==> src/rtl/mem_load_pkg.sv <==
// Shared encodings for the MEM-stage load unit: load opcodes, FSM states,
// data word width and the alignment rule used when LOAD_ALIGN_CHECK_EN is set.
package mem_load_pkg;

    localparam int WORD_W = 32;

    typedef enum logic [2:0] {
        OP_LW  = 3'b000,
        OP_LH  = 3'b001,
        OP_LHU = 3'b010,
        OP_LB  = 3'b011,
        OP_LBU = 3'b100
    } load_op_e;

    typedef enum logic [1:0] {
        ST_IDLE = 2'b00,
        ST_READ = 2'b01,
        ST_RESP = 2'b10
    } load_state_e;

    // Reserved opcodes behave as LW, so they need a word-aligned address too.
    function automatic logic is_misaligned(input logic [2:0] op, input logic [1:0] addr_lo);
        logic mis;
        case (op)
            OP_LH, OP_LHU: mis = addr_lo[0];
            OP_LB, OP_LBU: mis = 1'b0;
            default:       mis = (addr_lo != 2'b00);
        endcase
        return mis;
    endfunction

endpackage

==> src/rtl/load_extract.sv <==
// Combinational byte/halfword selection and sign/zero extension of a loaded word.
// Lane 0 is bits [7:0], matching the store-side byte merge convention.
module load_extract
    import mem_load_pkg::*;
(
    input  logic [WORD_W-1:0] word,
    input  logic [2:0]        op,
    input  logic [1:0]        addr,
    output logic [WORD_W-1:0] result
);

    logic [7:0]  lanes [4];
    logic [7:0]  byte_sel;
    logic [15:0] half_sel;

    generate
        for (genvar gi = 0; gi < 4; gi++) begin : g_lane
            assign lanes[gi] = word[8*gi +: 8];
        end
    endgenerate

    // Halfword selection only looks at addr[1]; addr[0] is deliberately ignored.
    assign half_sel = addr[1] ? word[31:16] : word[15:0];
    assign byte_sel = lanes[addr];

    always_comb begin
        result = word;
        case (op)
            OP_LH:   result = {{16{half_sel[15]}}, half_sel};
            OP_LHU:  result = {16'h0000, half_sel};
            OP_LB:   result = {{24{byte_sel[7]}}, byte_sel};
            OP_LBU:  result = {24'h000000, byte_sel};
            default: result = word;
        endcase
    end

endmodule

==> src/rtl/mem_load_unit.sv <==
// MEM-stage load unit: one word read per request, extract/extend, hold result for writeback.
// Optional LOAD_ALIGN_CHECK_EN: misaligned LW/LH/LHU skip the read and respond with rsp_err=1.
module mem_load_unit
    import mem_load_pkg::*;
#(
    parameter int ADDR_W = 32
)
(
    input  logic              clk,
    input  logic              reset,
    input  logic              req_valid,
    output logic              req_ready,
    input  logic [ADDR_W-1:0] req_addr,
    input  logic [2:0]        req_op,
    output logic              mem_rd_en,
    output logic [ADDR_W-1:0] mem_addr,
    input  logic              mem_rd_valid,
    input  logic [WORD_W-1:0] mem_rd_data,
    output logic              rsp_valid,
    input  logic              rsp_ready,
    output logic [WORD_W-1:0] rsp_data,
    output logic              rsp_err
);

    load_state_e       state_reg;
    logic [2:0]        op_reg;
    logic [1:0]        addr_lo_reg;
    logic [ADDR_W-1:0] mem_addr_reg;
    logic              req_ready_reg;
    logic              mem_rd_en_reg;
    logic              rsp_valid_reg;
    logic [WORD_W-1:0] rsp_data_reg;
    logic              rsp_err_reg;

    logic              req_accept;
    logic              req_misaligned;
    logic [WORD_W-1:0] extract_word;

    assign req_accept = req_valid && req_ready_reg && (state_reg == ST_IDLE);

`ifdef LOAD_ALIGN_CHECK_EN
    assign req_misaligned = is_misaligned(req_op, req_addr[1:0]);
`else
    assign req_misaligned = 1'b0;
`endif

    // Extraction uses the op and low address bits captured at acceptance,
    // so the request inputs are free to change while the read is in flight.
    load_extract u_extract (
        .word   (mem_rd_data),
        .op     (op_reg),
        .addr   (addr_lo_reg),
        .result (extract_word)
    );

    always_ff @(posedge clk) begin
        if (!reset) begin
            state_reg     <= ST_IDLE;
            op_reg        <= OP_LW;
            addr_lo_reg   <= 2'b00;
            mem_addr_reg  <= '0;
            req_ready_reg <= 1'b0;
            mem_rd_en_reg <= 1'b0;
            rsp_valid_reg <= 1'b0;
            rsp_data_reg  <= '0;
            rsp_err_reg   <= 1'b0;
        end else begin
            case (state_reg)
                ST_IDLE: begin
                    if (req_accept) begin
                        op_reg        <= req_op;
                        addr_lo_reg   <= req_addr[1:0];
                        mem_addr_reg  <= {req_addr[ADDR_W-1:2], 2'b00};
                        req_ready_reg <= 1'b0;
                        if (req_misaligned) begin
                            // No memory traffic: answer straight from IDLE.
                            state_reg     <= ST_RESP;
                            rsp_valid_reg <= 1'b1;
                            rsp_data_reg  <= '0;
                            rsp_err_reg   <= 1'b1;
                        end else begin
                            state_reg     <= ST_READ;
                            mem_rd_en_reg <= 1'b1;
                        end
                    end else begin
                        // Also raises req_ready one cycle after reset release.
                        req_ready_reg <= 1'b1;
                    end
                end

                ST_READ: begin
                    if (mem_rd_valid) begin
                        state_reg     <= ST_RESP;
                        mem_rd_en_reg <= 1'b0;
                        rsp_valid_reg <= 1'b1;
                        rsp_data_reg  <= extract_word;
                        rsp_err_reg   <= 1'b0;
                    end
                end

                ST_RESP: begin
                    if (rsp_ready) begin
                        state_reg     <= ST_IDLE;
                        rsp_valid_reg <= 1'b0;
                        req_ready_reg <= 1'b1;
                    end
                end

                default: begin
                    state_reg     <= ST_IDLE;
                    mem_rd_en_reg <= 1'b0;
                    rsp_valid_reg <= 1'b0;
                    req_ready_reg <= 1'b0;
                end
            endcase
        end
    end

    assign req_ready = req_ready_reg;
    assign mem_rd_en = mem_rd_en_reg;
    assign mem_addr  = mem_addr_reg;
    assign rsp_valid = rsp_valid_reg;
    assign rsp_data  = rsp_data_reg;
    assign rsp_err   = rsp_err_reg;

endmodule

==> config.mk <==
export PLATFORM = sky130hd
export DESIGN_NAME = mem_load_unit
export DESIGN_NICKNAME = d
export VERILOG_FILES = /design/src/rtl/mem_load_pkg.sv /design/src/rtl/load_extract.sv /design/src/rtl/mem_load_unit.sv
export SDC_FILE = /design/constraint.sdc
export NUM_CORES = 1
export LEC_CHECK = 0
export CAP_MARGIN = 20
export CORE_ASPECT_RATIO = 0.9
export CORE_MARGIN = 10
export CORE_UTILIZATION = 34
export DETAILED_ROUTE_END_ITERATION = 16
export GPL_ROUTABILITY_DRIVEN = 0
export PLACE_DENSITY = 0.69
export RECOVER_POWER = 100
export SLEW_MARGIN = 10
export SYNTH_ARGS = -nofsm -noshare
export SYNTH_HDL_FRONTEND = slang
export SYNTH_SLANG_ARGS = --single-unit
export TNS_END_PERCENT = 50
==> constraint.sdc <==
create_clock -name clk -period 1.5 [get_ports clk]
set_input_delay 0.225 -clock clk [delete_from_list [all_inputs] [get_ports clk]]
set_output_delay 0.225 -clock clk [all_outputs]
set_load 0.01 [all_outputs]
# After elaboration in Yosys (flattened, before gate mapping)
# Cells that the tools add are included.
[word_totals]
register_bits = 72
in_bits = 72
out_inout_bits = 68
[classes]
magnitude_cmp = 1
reduce_logical = 9
bitwise = 4
n_mux = 18
eq_ne = 9
[op_table]
columns = ["cell", "n"]
rows = [
  ["$pmux 32 s4", 1],
  ["$bmux 8 s2", 1],
  ["$mux 16", 1],
  ["$mux 8", 2],
  ["$pmux 1 s3", 3],
  ["$reduce_and 3->1", 3],
  ["$eq 3x2->1 const B", 2],
  ["$mux 1", 6],
  ["$mux 2", 3],
  ["$ne 2x2->1 const B", 3],
  ["$pmux 2 s3", 1],
  ["$reduce_and 2->1", 3],
  ["$eq 3x1->1 const B", 1],
  ["$eq 3x3->1 const B", 1],
  ["$ge 3x3->1 const B", 1],
  ["$not 1->1", 3],
  ["$not 2->3", 1],
  ["$eq 2x1->1 const B", 1],
  ["$eq 2x2->1 const B", 1],
  ["$logic_and 1x1->1", 2],
  ["$logic_not 2->1", 1],
]

# Longest topological paths before layout
[depth]
ltp_word = 5
depth_mapped = 6

# Modules after synthesis
# From an unflattened synthesis, not the netlist that was laid out.
[hier_totals]
cells_unflattened = 445
area_unflattened_um2 = 3478.3
[by_module_without_submodules]
columns = ["module", "n_inst", "cells_each", "seq_area_each_um2", "area_each_um2"]
rows = [
  ["mem_load_unit", 1, 325, 1441.4, 2635.0],
  ["load_extract", 1, 120, 0.0, 843.3],
]

# Least setup slack after synthesis
# No wires, ideal clock.
[synth_path]
path_type = "reg-to-reg"
start = "reg addr_lo_reg[0]"
end = "reg rsp_data_reg[20] (netlist: rsp_data[20])"
n_path_buf = 2
synth_period_minus_slack_ps = 1549
slack_ps = -49
stages_incl_launch_ff = 7
setup_ps = 119
required_ps = 1381
arrival_time_ps = 1430
cell_sequence = "dfxtp_1 > buf_6 > mux4_2 > mux2i_1 > o21a_2 > buf_6 > a21oi_1"
[synth_via]
elab_chain_cells = 5
[synth_lines]
columns = ["element", "line_no", "rtl"]
rows = [
  ["start: declaration", "mem_load_unit.sv:27", "logic [1:0] addr_lo_reg;"],
  ["start signal: assignment", "mem_load_unit.sv:72", "addr_lo_reg <= req_addr[1:0];"],
  ["$not 2->3 (not written as such)", "load_extract.sv:24", "assign byte_sel = lanes[addr];"],
  ["$bmux 8 s2", "load_extract.sv:24", ""],
  ["$mux 8 (not written as such) (2 in a row)", "load_extract.sv:24", ""],
  ["$pmux 32 s4", "load_extract.sv:28", "case (op)"],
  ["end signal: assignment", "mem_load_unit.sv:96", "rsp_data_reg <= extract_word;"],
  ["end: declaration", "mem_load_unit.sv:32", "logic [WORD_W-1:0] rsp_data_reg;"],
]
# No other way between the ends. The select of a mux whose other input is x is not followed.
# A chain may end at the register's enable or synchronous reset.

# Worst setup path in the final report
[layout_path]
start = "reg addr_lo_reg[0]"
end = "reg rsp_data_reg[22] (netlist: rsp_data[22])"
# The elaborated chain is that of the path after synthesis.

==> reports/qor.csv <==
metric,value,unit
status,finished with violations,
violated checks,setup timing,
Die X,123,µm
port bufs,136,
final instance area,5120,µm²
Avg Vias per Cell,5.00,
Post-Syn Instances,385,
clk root buf,clkbuf_8,
clock-pin slew on the worst setup and hold paths,0.07,ns
Clock Power Share,30.2,%
CP Data Arrival Time,1.74,ns
Yosys warnings,0,
clk_lat worst skew,0.33,ns
top_reg_cell synth,dfxtp_1,
Clock Skew,0.00918,ns
crit-path cells,mux4_2 > mux2i_1 > o21a_2 > buf_12 > a21oi_1,
Comb power frac,22.7,%
fin crit share,102,%
max reg flops,32,
synthesized area per cell,8.37,µm²
shortest period the worst path allows,1.52,ns
"Slew Viols, Final",0,
Static Leak,1.88,nW
largest net degree at the start of global routing,38,
layout cells sized above 1,16.4,%
CP Capture Type,register,
"Seq/Total Area, Yosys",44.7,%
grt ovf,0,
unrepaired setup endpoints after global routing,true,
CP startpoint kind,register,
sw power,1.18,mW
starting density of the core,35.1,%
HP Class,input port to register,
max-cap violations,0,
R2R depth,5,
Synth area leaders,"dfxtp_1 45%, nand2_1 11%, a21boi_0 8.4%",
H-tree Lvls,3,
CP required,1.72,ns
crit path to,rsp_data[22],
top-area cell type share of the netlist area,44.7,%
Power per Cell Area,858,nW/µm²
via count,3289,
Post-Layout Cell Count,658,
Sink Count,72,
P_int,3.21,mW
maximum fanout along the worst path,16,
final setup margin,-0.0248,ns
Placeable Area,9170,µm²
Switching Fraction,26.9,%
dpl cell area,4900,µm²
Total Routing Usage GR,15.9,%
"reg-to-reg slack, setup",-0.02,ns
"EDFF count, synth",0,
Util after Layout,55.8,%
register bit total from synthesis,72,
f_max,0.656,GHz
pre-CTS setup slack,-0.384,ns
number of remaining DRC errors,0,
clock tree buffer depth,2,
vias in the first global route,3245,
nets@finish,606,
"most common cell after layout, fill and taps aside",clkdlybuf4s50_1,
most frequent cells in the layout,"112 x clkdlybuf4s50_1, 93 x nand2_1, 67 x dfxtp_1",
area delta synth->final,58.9,%
Netlist cell types,41,
final setup TNS,-0.252,ns
first-pass GRT wire length,17.6,mm
total power,4.39,mW
dpl cells,642,
worst r2r dst,rsp_data[22],
Die ar.,13800,µm²
"area leader, netlist",dfxtp_1,
die height,112,µm
CTS Buf Count,9,
mapped cell area,3220,µm²
Setup crit start,addr_lo_reg[0],
row cnt,33,
Slowest cell on crit path,mux4_2,
TritonRoute pass-1 iters,4,
async set-or-reset flop fraction in the synthesized netlist,0,%
hold_ws,0.292,ns
WS Path Type,register to register,
CTS tree,done,
Final Hold Viols,0,
initial antenna violation count,0,
reg-to-reg critical path startpoint,addr_lo_reg[0],
Flop pwr share,47.0,%
CP peak stage delay,0.50,ns
Antenna Nets Post-Route,0,
Worst VDD drop,0.000494,V
violation count after the first detailed-route iteration,162,
DR WL/cell,17.5,µm
Final setup viols,16,
Top Ports,140,
# diodes,0,
Post-DP HPWL,8.68,mm
Post-Route WL,11.5,mm
worst max-delay path, delay by kind of cell, from the launching register on:
family,cells,cell delay [ns]
mux,2,0.68
flops,1,0.34
compound gates,2,0.24
buf+inv,1,0.15
final cells by class:
| class | count | area, µm² |
|---|---|---|
| clock inverters | 1 | 5.00 |
| flip-flops and latches | 72 | 1450 |
| well taps | 122 | 153 |
| inverters | 3 | 11.3 |
| clock buffers | 12 | 155 |
| fillers | 876 | 4050 |
| repair buffers | 172 | 1640 |
| multi-input cells | 276 | 1700 |
cell usage after synthesis (all sizes together) (3+ instances only):
master,number
nand2,93
inv,3
o21ai,42
a21oi,36
nor2,3
a21boi,36
clkbuf,16
a22oi,8
a221oi,7
buf,20
mux2,15
dfxtp,72
a31oi,4
worst min-delay path by stage:
stage	from	to	slack, ns	depth (start not counted)
2_1_floorplan	mem_rd_data[30]	rsp_data[30]	0.36	2
3_3_place_gp	mem_addr[30]	mem_addr[30]	0.45	2
3_5_place_dp	mem_addr[22]	mem_addr[22]	0.46	2
4_1_cts	reset	mem_addr[23]	0.29	2
5_1_grt	reset	mem_addr[10]	0.29	2
6_report	reset	mem_addr[23]	0.29	2
logic make-up (layout without fill, tap and decap cells):
group / Yosys count / after routing / synth area share [%]
XOR/XNOR: 3 / 3 / 0.816
other: 1 / 3 / 0.116
AO/OA/AOI/OAI: 141 / 141 / 27.2
AND/OR/NAND/NOR: 111 / 111 / 14.7
multiplexers: 18 / 18 / 6.56
flip-flops: 72 / 72 / 44.7
buffers and inverters: 39 / 188 / 5.86
power groups by stage:
stage,Clock (mW),Combinational (mW),Sequential (mW)
5_1_grt,1.45,1.09,2.08
2_1_floorplan,0,0.377,2.14
3_5_place_dp,0,0.981,2.11
3_3_place_gp,0,0.968,2.10
4_1_cts,1.36,0.987,2.07
6_report,1.33,0.999,2.07
metal layers:
metal	vias to the layer above	wire [µm]	track usage [%]	part of all wire, %
met5	-	0	0	0
met4	0	158	4.79	1.4
met3	10	600	3.66	5.2
met2	79	5960	27.3	52
met1	1563	4770	19.3	42
li1	1637	-	-	-
what timing repair did:
| action | CTS | global route |
|---|---|---|
| resized for setup | 10 | 46 |
| setup endpoints to repair | 32 | 51 |
| hold buffers | 0 | 0 |
| pin swaps | 2 | 9 |
| buffers inserted | 0 | 3 |
| gates cloned | 0 | 0 |
Power figures use the tool's default switching activity.
